===== src/rtl/fifo_uart_pkg.sv =====
// ============================================================================
//  Module      : fifo_uart_pkg
//  Description : Shared definitions for the FIFO-draining UART transmitter.
//                Holds the 3-bit state encoding and the idle line level.
//                The PARITY encoding is always reserved. It is only reached
//                when FIFO_UART_TX_PARITY_EN is defined.
//  Revision    : 1.0 - initial release
// ============================================================================
`default_nettype none

package fifo_uart_pkg;

  localparam logic [2:0] ST_IDLE   = 3'd0;
  localparam logic [2:0] ST_LOAD   = 3'd1;
  localparam logic [2:0] ST_START  = 3'd2;
  localparam logic [2:0] ST_DATA   = 3'd3;
  localparam logic [2:0] ST_PARITY = 3'd4;
  localparam logic [2:0] ST_STOP   = 3'd5;

  // Level driven on the serial line whenever no frame is in flight
  localparam logic IDLE_LEVEL = 1'b1;

  typedef enum logic [2:0] {
    S_IDLE   = ST_IDLE,
    S_LOAD   = ST_LOAD,
    S_START  = ST_START,
    S_DATA   = ST_DATA,
    S_PARITY = ST_PARITY,
    S_STOP   = ST_STOP
  } state_t;

endpackage

`default_nettype wire


===== src/rtl/fifo_uart_tx_if.sv =====
// ============================================================================
//  Module      : fifo_uart_tx_if
//  Description : Read-side handshake between a synchronous FIFO and its
//                consumer.
//                  fifo_empty - FIFO empty flag
//                  fifo_data  - registered read data, valid the cycle after
//                               fifo_rd_en
//                  fifo_rd_en - single-cycle read strobe
//                master : the consumer, which drives the read strobe
//                slave  : the FIFO
//  Revision    : 1.0 - initial release
// ============================================================================
`default_nettype none

interface fifo_uart_tx_if #(
  parameter int DATA_WIDTH = 4
);

  logic                  fifo_empty;
  logic [DATA_WIDTH-1:0] fifo_data;
  logic                  fifo_rd_en;

  modport master (
    input  fifo_empty,
    input  fifo_data,
    output fifo_rd_en
  );

  modport slave (
    output fifo_empty,
    output fifo_data,
    input  fifo_rd_en
  );

endinterface

`default_nettype wire


===== src/rtl/fifo_uart_tx_baud_tick_gen.sv =====
// ============================================================================
//  Module      : baud_tick_gen
//  Description : Bit-period counter for the serialiser.
//                The counter runs 0..CLKS_PER_BIT-1 and wraps at every bit
//                boundary.
//  Ports       : clk      - rising-edge clock
//                rst_n    - asynchronous active-low reset
//                clear    - synchronous clear; holds the counter at 0
//                tick     - high on the last cycle of a bit period
//                pre_tick - high on the second-to-last cycle of a bit period
//  Revision    : 1.0 - initial release
// ============================================================================
`default_nettype none

module baud_tick_gen #(
  parameter int CLKS_PER_BIT = 4
) (
  input  logic clk,
  input  logic rst_n,
  input  logic clear,
  output logic tick,
  output logic pre_tick
);

  localparam int            CW     = (CLKS_PER_BIT > 1) ? $clog2(CLKS_PER_BIT) : 1;
  localparam logic [CW-1:0] C_LAST = CW'(CLKS_PER_BIT - 1);
  localparam logic [CW-1:0] C_PRE  = CW'(CLKS_PER_BIT - 2);

  logic [CW-1:0] r_cnt;

  always_ff @(posedge clk or negedge rst_n) begin
    if (!rst_n) begin
      r_cnt <= '0;
    end else if (clear || (r_cnt == C_LAST)) begin
      r_cnt <= '0;
    end else begin
      r_cnt <= r_cnt + 1'b1;
    end
  end

  // pre_tick lets the parent register a pulse that coincides with tick
  assign tick     = !clear && (r_cnt == C_LAST);
  assign pre_tick = !clear && (r_cnt == C_PRE);

endmodule

`default_nettype wire


===== src/rtl/fifo_uart_tx.sv =====
// ============================================================================
//  Module      : fifo_uart_tx
//  Description : Drains a synchronous FIFO and serialises each word onto a
//                UART-style, LSB-first line.
//                Frame layout: start(0), DATA_WIDTH data bits, optional even
//                parity bit, stop(1). Each bit lasts CLKS_PER_BIT cycles.
//                Optional feature macro: FIFO_UART_TX_PARITY_EN
//  Ports       : clk        - rising-edge clock
//                rst_n      - asynchronous active-low reset
//                enable     - permits starting a new frame
//                fifo       - FIFO read interface (master side)
//                tx         - serial line, idle high
//                busy       - frame in progress (from read strobe to stop end)
//                frame_done - one-cycle pulse on the last stop-bit cycle
//  Revision    : 1.0 - initial release
// ============================================================================
`default_nettype none

module fifo_uart_tx
  import fifo_uart_pkg::*;
#(
  parameter int DATA_WIDTH   = 4,
  parameter int CLKS_PER_BIT = 4
) (
  input  logic              clk,
  input  logic              rst_n,
  input  logic              enable,
  fifo_uart_tx_if.master    fifo,
  output logic              tx,
  output logic              busy,
  output logic              frame_done
);

  localparam int            BW         = $clog2(DATA_WIDTH + 1);
  localparam logic [BW-1:0] C_LAST_BIT = BW'(DATA_WIDTH - 1);

  state_t                r_state, w_state_next;
  logic [DATA_WIDTH-1:0] r_shift, w_shift_next;
  logic [BW-1:0]         r_bit_cnt, w_bit_cnt_next;
  logic                  r_rd_en, w_rd_en_next;
  logic                  w_tx_next, w_busy_next, w_done_next;
  logic                  w_start_ok, w_baud_clear, w_tick, w_pre_tick;

`ifdef FIFO_UART_TX_PARITY_EN
  logic                  r_parity, w_parity_next;
`endif

  assign w_start_ok   = enable && !fifo.fifo_empty;
  // Baud counter is held at zero until the start bit begins
  assign w_baud_clear = (r_state == S_IDLE) || (r_state == S_LOAD);

  baud_tick_gen #(
    .CLKS_PER_BIT (CLKS_PER_BIT)
  ) u_baud (
    .clk      (clk),
    .rst_n    (rst_n),
    .clear    (w_baud_clear),
    .tick     (w_tick),
    .pre_tick (w_pre_tick)
  );

  // Outputs are registered from next-state values, so each output changes
  // together with the state it belongs to.
  always_comb begin
    w_state_next   = r_state;
    w_shift_next   = r_shift;
    w_bit_cnt_next = r_bit_cnt;
    w_rd_en_next   = 1'b0;
    w_tx_next      = tx;
    w_busy_next    = busy;
    w_done_next    = 1'b0;
`ifdef FIFO_UART_TX_PARITY_EN
    w_parity_next  = r_parity;
`endif
    case (r_state)
      S_IDLE: begin
        w_tx_next = IDLE_LEVEL;
        if (r_rd_en) begin
          // The strobe is out this cycle. The word arrives next cycle in LOAD.
          w_state_next = S_LOAD;
          w_busy_next  = 1'b1;
        end else if (w_start_ok) begin
          w_rd_en_next = 1'b1;
          w_busy_next  = 1'b1;
        end else begin
          w_busy_next  = 1'b0;
        end
      end
      S_LOAD: begin
        w_shift_next   = fifo.fifo_data;
        w_bit_cnt_next = '0;
        w_tx_next      = 1'b0;
        w_state_next   = S_START;
`ifdef FIFO_UART_TX_PARITY_EN
        w_parity_next  = ^fifo.fifo_data;
`endif
      end
      S_START: begin
        w_tx_next = 1'b0;
        if (w_tick) begin
          w_state_next = S_DATA;
          w_tx_next    = r_shift[0];
        end
      end
      S_DATA: begin
        w_tx_next = r_shift[0];
        if (w_tick) begin
          w_shift_next = r_shift >> 1;
          if (r_bit_cnt == C_LAST_BIT) begin
            w_bit_cnt_next = '0;
`ifdef FIFO_UART_TX_PARITY_EN
            w_state_next   = S_PARITY;
            w_tx_next      = r_parity;
`else
            w_state_next   = S_STOP;
            w_tx_next      = IDLE_LEVEL;
`endif
          end else begin
            w_bit_cnt_next = r_bit_cnt + 1'b1;
            w_tx_next      = w_shift_next[0];
          end
        end
      end
`ifdef FIFO_UART_TX_PARITY_EN
      S_PARITY: begin
        w_tx_next = r_parity;
        if (w_tick) begin
          w_state_next = S_STOP;
          w_tx_next    = IDLE_LEVEL;
        end
      end
`endif
      S_STOP: begin
        w_tx_next   = IDLE_LEVEL;
        w_done_next = w_pre_tick;
        if (w_tick) begin
          w_state_next = S_IDLE;
          // The next read is issued here, so IDLE lasts a single cycle
          // between back-to-back frames.
          if (w_start_ok) begin
            w_rd_en_next = 1'b1;
            w_busy_next  = 1'b1;
          end else begin
            w_busy_next  = 1'b0;
          end
        end
      end
      default: begin
        w_state_next = S_IDLE;
        w_tx_next    = IDLE_LEVEL;
        w_busy_next  = 1'b0;
      end
    endcase
  end

  always_ff @(posedge clk or negedge rst_n) begin
    if (!rst_n) begin
      r_state    <= S_IDLE;
      r_shift    <= '0;
      r_bit_cnt  <= '0;
      r_rd_en    <= 1'b0;
      tx         <= IDLE_LEVEL;
      busy       <= 1'b0;
      frame_done <= 1'b0;
    end else begin
      r_state    <= w_state_next;
      r_shift    <= w_shift_next;
      r_bit_cnt  <= w_bit_cnt_next;
      r_rd_en    <= w_rd_en_next;
      tx         <= w_tx_next;
      busy       <= w_busy_next;
      frame_done <= w_done_next;
    end
  end

`ifdef FIFO_UART_TX_PARITY_EN
  always_ff @(posedge clk or negedge rst_n) begin
    if (!rst_n) begin
      r_parity <= 1'b0;
    end else begin
      r_parity <= w_parity_next;
    end
  end
`endif

  assign fifo.fifo_rd_en = r_rd_en;

endmodule

`default_nettype wire

===== src/flat_wrapper.sv =====
// flat-port wrapper written by rule: the top's interface ports become plain ports
module fifo_uart_tx_flat import fifo_uart_pkg::*;
#(
  parameter int DATA_WIDTH   = 4,
  parameter int CLKS_PER_BIT = 4
)
  (clk, rst_n, enable, tx, busy, frame_done, fifo_fifo_empty, fifo_fifo_data, fifo_fifo_rd_en);
  fifo_uart_tx_if #(.DATA_WIDTH(DATA_WIDTH)) fifo_i ();
  input  logic clk;
  input  logic rst_n;
  input  logic enable;
  output logic tx;
  output logic busy;
  output logic frame_done;
  input wire logic [$bits(fifo_i.fifo_empty)-1:0] fifo_fifo_empty;
  input wire logic [$bits(fifo_i.fifo_data)-1:0] fifo_fifo_data;
  output wire logic [$bits(fifo_i.fifo_rd_en)-1:0] fifo_fifo_rd_en;
  assign fifo_i.fifo_empty = fifo_fifo_empty;
  assign fifo_i.fifo_data = fifo_fifo_data;
  assign fifo_fifo_rd_en = fifo_i.fifo_rd_en;
  fifo_uart_tx #(.DATA_WIDTH(DATA_WIDTH), .CLKS_PER_BIT(CLKS_PER_BIT)) u_core (.clk(clk), .rst_n(rst_n), .enable(enable), .fifo(fifo_i), .tx(tx), .busy(busy), .frame_done(frame_done));
endmodule

===== config.mk =====
export PLATFORM = sky130hd
export DESIGN_NAME = fifo_uart_tx_flat
export DESIGN_NICKNAME = d
export VERILOG_FILES = /design/src/rtl/fifo_uart_pkg.sv /design/src/rtl/fifo_uart_tx_if.sv /design/src/rtl/fifo_uart_tx_baud_tick_gen.sv /design/src/rtl/fifo_uart_tx.sv /design/src/flat_wrapper.sv
export SDC_FILE = /design/constraint.sdc
export NUM_CORES = 1
export LEC_CHECK = 0
export ABC_CLOCK_PERIOD_IN_PS = 2200
export CAP_MARGIN = 10
export CORE_MARGIN = 3
export CORE_UTILIZATION = 55
export DETAILED_ROUTE_END_ITERATION = 8
export PLACE_DENSITY = 0.91
export SLEW_MARGIN = 30
export SYNTH_ARGS = -nofsm -noshare
export SYNTH_HDL_FRONTEND = slang
export SYNTH_SLANG_ARGS = --single-unit

===== constraint.sdc =====
create_clock -name clk -period 2.2 [get_ports clk]
set_clock_uncertainty 0.1 [all_clocks]
set_input_delay 0.44 -clock clk [delete_from_list [all_inputs] [get_ports clk]]
set_output_delay 0.44 -clock clk [all_outputs]
set_load 0.01 [all_outputs]

==> flow_summary.toml <==
[outcome]
status = "completed"

[critical_path]
cp-end-kind = "primary output"
worstPathMaxFanout = 1
reg2regPathDepth = 3
reg2reg_setup_slack_ns = 0.47
arrival_ns = 1.33
rr_endpoint = "u_core.r_shift[0]"
crit_chain = "clkdlybuf4s50_1"
criticalPathCategory = "flip-flop to primary output"
worstPathRequired_ns = 1.66
crit_start = "u_core.tx"
cp-start-kind = "flip-flop"
worst_path_max_delay_cell = "dfstp_2"
cp_top_family = "flip-flops"
path_buf_inv = 1
critPathMaxStageDelay_ns = 0.52
r2r-start = "u_core.r_state[2]"

[yosys]
yosysWarningCount = 0
yosysSeqAreaShare_pct = 48.9
syn_inst = 76
synth_area_um2 = 822
synth.distinct_cells = 33
syn_nets = 87
synth_area_per_cell_um2 = 10.8
synth-seq-cells = 16

[clock_network]
tritoncts = "done"
clkTransAtPathRegs_ns = 0.09
numCtsBuffers = 3
ctsRootBufferMaster = "clkbuf_4"
cts_resized = 0
clock_latency_ns = 0.28
cts_setup_buffers = 0
clockBufferDepth = 2
clock-sinks = 16
cts-hold-fix-buffers = 0
cts_max_level = 1

[sta]
maxSlewViolCount = 0
final_hold_viol_count = 0
setup_viol = 0
worst_slew_pin_slew_ns = 0.355
rsz0062_at_grt = "false"
slew_headroom_pct = 76.4
min_period_ns = 1.87
fin_crit_sh_pct = 84.9
fin_tns_setup_ns = 0
fmaxAchievable_mhz = 535

[place]
dp_cells = 98
place.gp.congestion = 0.806
post_dp_cell_area_um2 = 932
dpl.hpwl_um = 1120
numPortBuffers = 11

[route]
firstDrtPassIters = 4
avgViaCountPerCell = 5.89
ant_nets = 0
post_drt_wl_per_cell_um = 14.5
finalWirelength_um = 1480
drc = 0
vias = 601
drt_iter0_drc = 17

[grt]
grt_pass1_vias = 567
grt_use_total_pct = 18.4
grt_max_degree = 17
grt_overflow_total = 0
grt_pass1_wl_um = 2490
grt_antenna_before_repair = 0

[floorplanning]
ios = 12
initial_core_util_pct = 60.9
core_area_um2 = 1350
die_area_um2 = 1990
num_rows = 13
dieHeight_um = 44.7
die_x_um = 44.7

[power_and_ir_drop]
pwr-share-seq_pct = 41.7
p_switching_mw = 0.405
powerDensity_nw_per_um2 = 1210
internal-power_mw = 0.767
sw_frac_of_total_pct = 34.5
vdd_drop_max_mv = 0.809
p_clk_share_pct = 16.2
power_frac_comb_pct = 42.2
power.leakage_nw = 0.453

[cells_and_area]
area_growth_pct = 17.8
nets = 99
drive_above_1_share_pct = 11.5
design_area_um2 = 968
fin_cells = 102
layout_commonest_cell = "dfrtp_1"
layout_common_cells = "dfrtp_1, clkdlybuf4s50_1, nor2_1"
diodes = 0

[run]
cap_violations = 0

[hold_path]
hp-class = "input pin to async pin"
==> through the flow <==
step                      total power, mW  util (%)  worst slack [ns]  hold WS, ns
after global routing                 1.26      71.7             0.295        0.374
after floorplan                     0.874         -             0.738       0.0444
after global placement              0.952      69.0             0.565        0.344
after CTS                            1.19      71.7             0.314        0.371
after detailed placement            0.993      69.0             0.494        0.359
final                                1.17      71.7             0.332        0.369
==> cells by family after synthesis <==
family / Yosys count / synth area share, %
and+or+nand+nor: 24 / 16.4
adders and majority gates: 3 / 4.57
buffers and inverters: 9 / 5.02
AOI/OAI and AO/OA: 17 / 14.2
muxes: 7 / 11.0
DFF: 16 / 48.9
==> flip-flops by register name, summed over array words and instances, names as in the netlist <==
| name | flops |
|---|---|
| u_core.r_shift | 4 |
| u_core.r_bit_cnt | 3 |
| u_core.r_state | 3 |
| u_core.u_baud.r_cnt | 2 |
| u_core.busy | 1 |
| u_core.fifo.fifo_rd_en | 1 |
| u_core.frame_done | 1 |
| u_core.tx | 1 |
==> worst max-delay path by stage <==
stage	slack, ns	to	cells past startpoint
finish	0.33	tx	1
global route	0.30	tx	1
CTS	0.31	tx	1
detailed placement	0.49	u_core.r_shift[0]	3
global placement	0.56	u_core.r_shift[0]	3
floorplan	0.74	u_core.r_shift[0]	4
==> cell usage after synthesis <==
library cell / number / share of area [%]
a211oi_1: 1 / 0.91
a21boi_0: 1 / 0.91
a21boi_1: 1 / 0.91
a21oi_1: 1 / 0.61
a311o_1: 1 / 1.2
a31oi_1: 1 / 0.76
a32o_1: 1 / 1.2
and2b_1: 2 / 1.8
and3_1: 1 / 0.76
and3b_1: 1 / 1.1
and4_1: 1 / 1.1
buf_6: 1 / 1.4
clkbuf_1: 4 / 1.8
dfrtp_1: 15 / 46
dfstp_2: 1 / 3.2
ha_1: 3 / 4.6
inv_1: 4 / 1.8
mux2_4: 4 / 7.3
mux2i_1: 3 / 3.7
nand2_1: 2 / 0.91
nand2b_1: 2 / 1.5
nand3_1: 3 / 1.8
nand3b_1: 1 / 0.91
nand4_1: 1 / 0.76
nor2_1: 5 / 2.3
nor2b_1: 1 / 0.76
nor3_1: 3 / 1.8
nor3b_1: 1 / 0.91
o211a_1: 1 / 1.2
o21a_1: 2 / 1.8
o21ai_0: 3 / 1.8
o21ai_1: 3 / 1.8
o21bai_1: 1 / 0.91
==> per-layer routing <==
layer,vias to the layer above,GRT usage (%),part of all wire (%)
met2,19,28.1,48
met4,0,17.5,6.0
met3,9,2.85,4.6
li1,292,-,-
met1,281,21.6,42
met5,-,0,0
==> power by group through the flow <==
stage               clock, mW  combinational, mW  sequential, mW
floorplan                   0              0.414           0.460
global placement            0              0.465           0.486
detailed placement          0              0.497           0.496
CTS                     0.197              0.498           0.490
global route            0.208              0.549           0.508
finish                  0.189              0.494           0.488
==> cell type report <==
class	count	area, µm²
multi-input cells	51	379
repair buffers	12	118
well taps	15	18.8
flip-flops and latches	16	402
inverters	4	15.0
clock buffers	4	36.3
fillers	102	382
No activity file was read; power rests on OpenSTA's default activity.
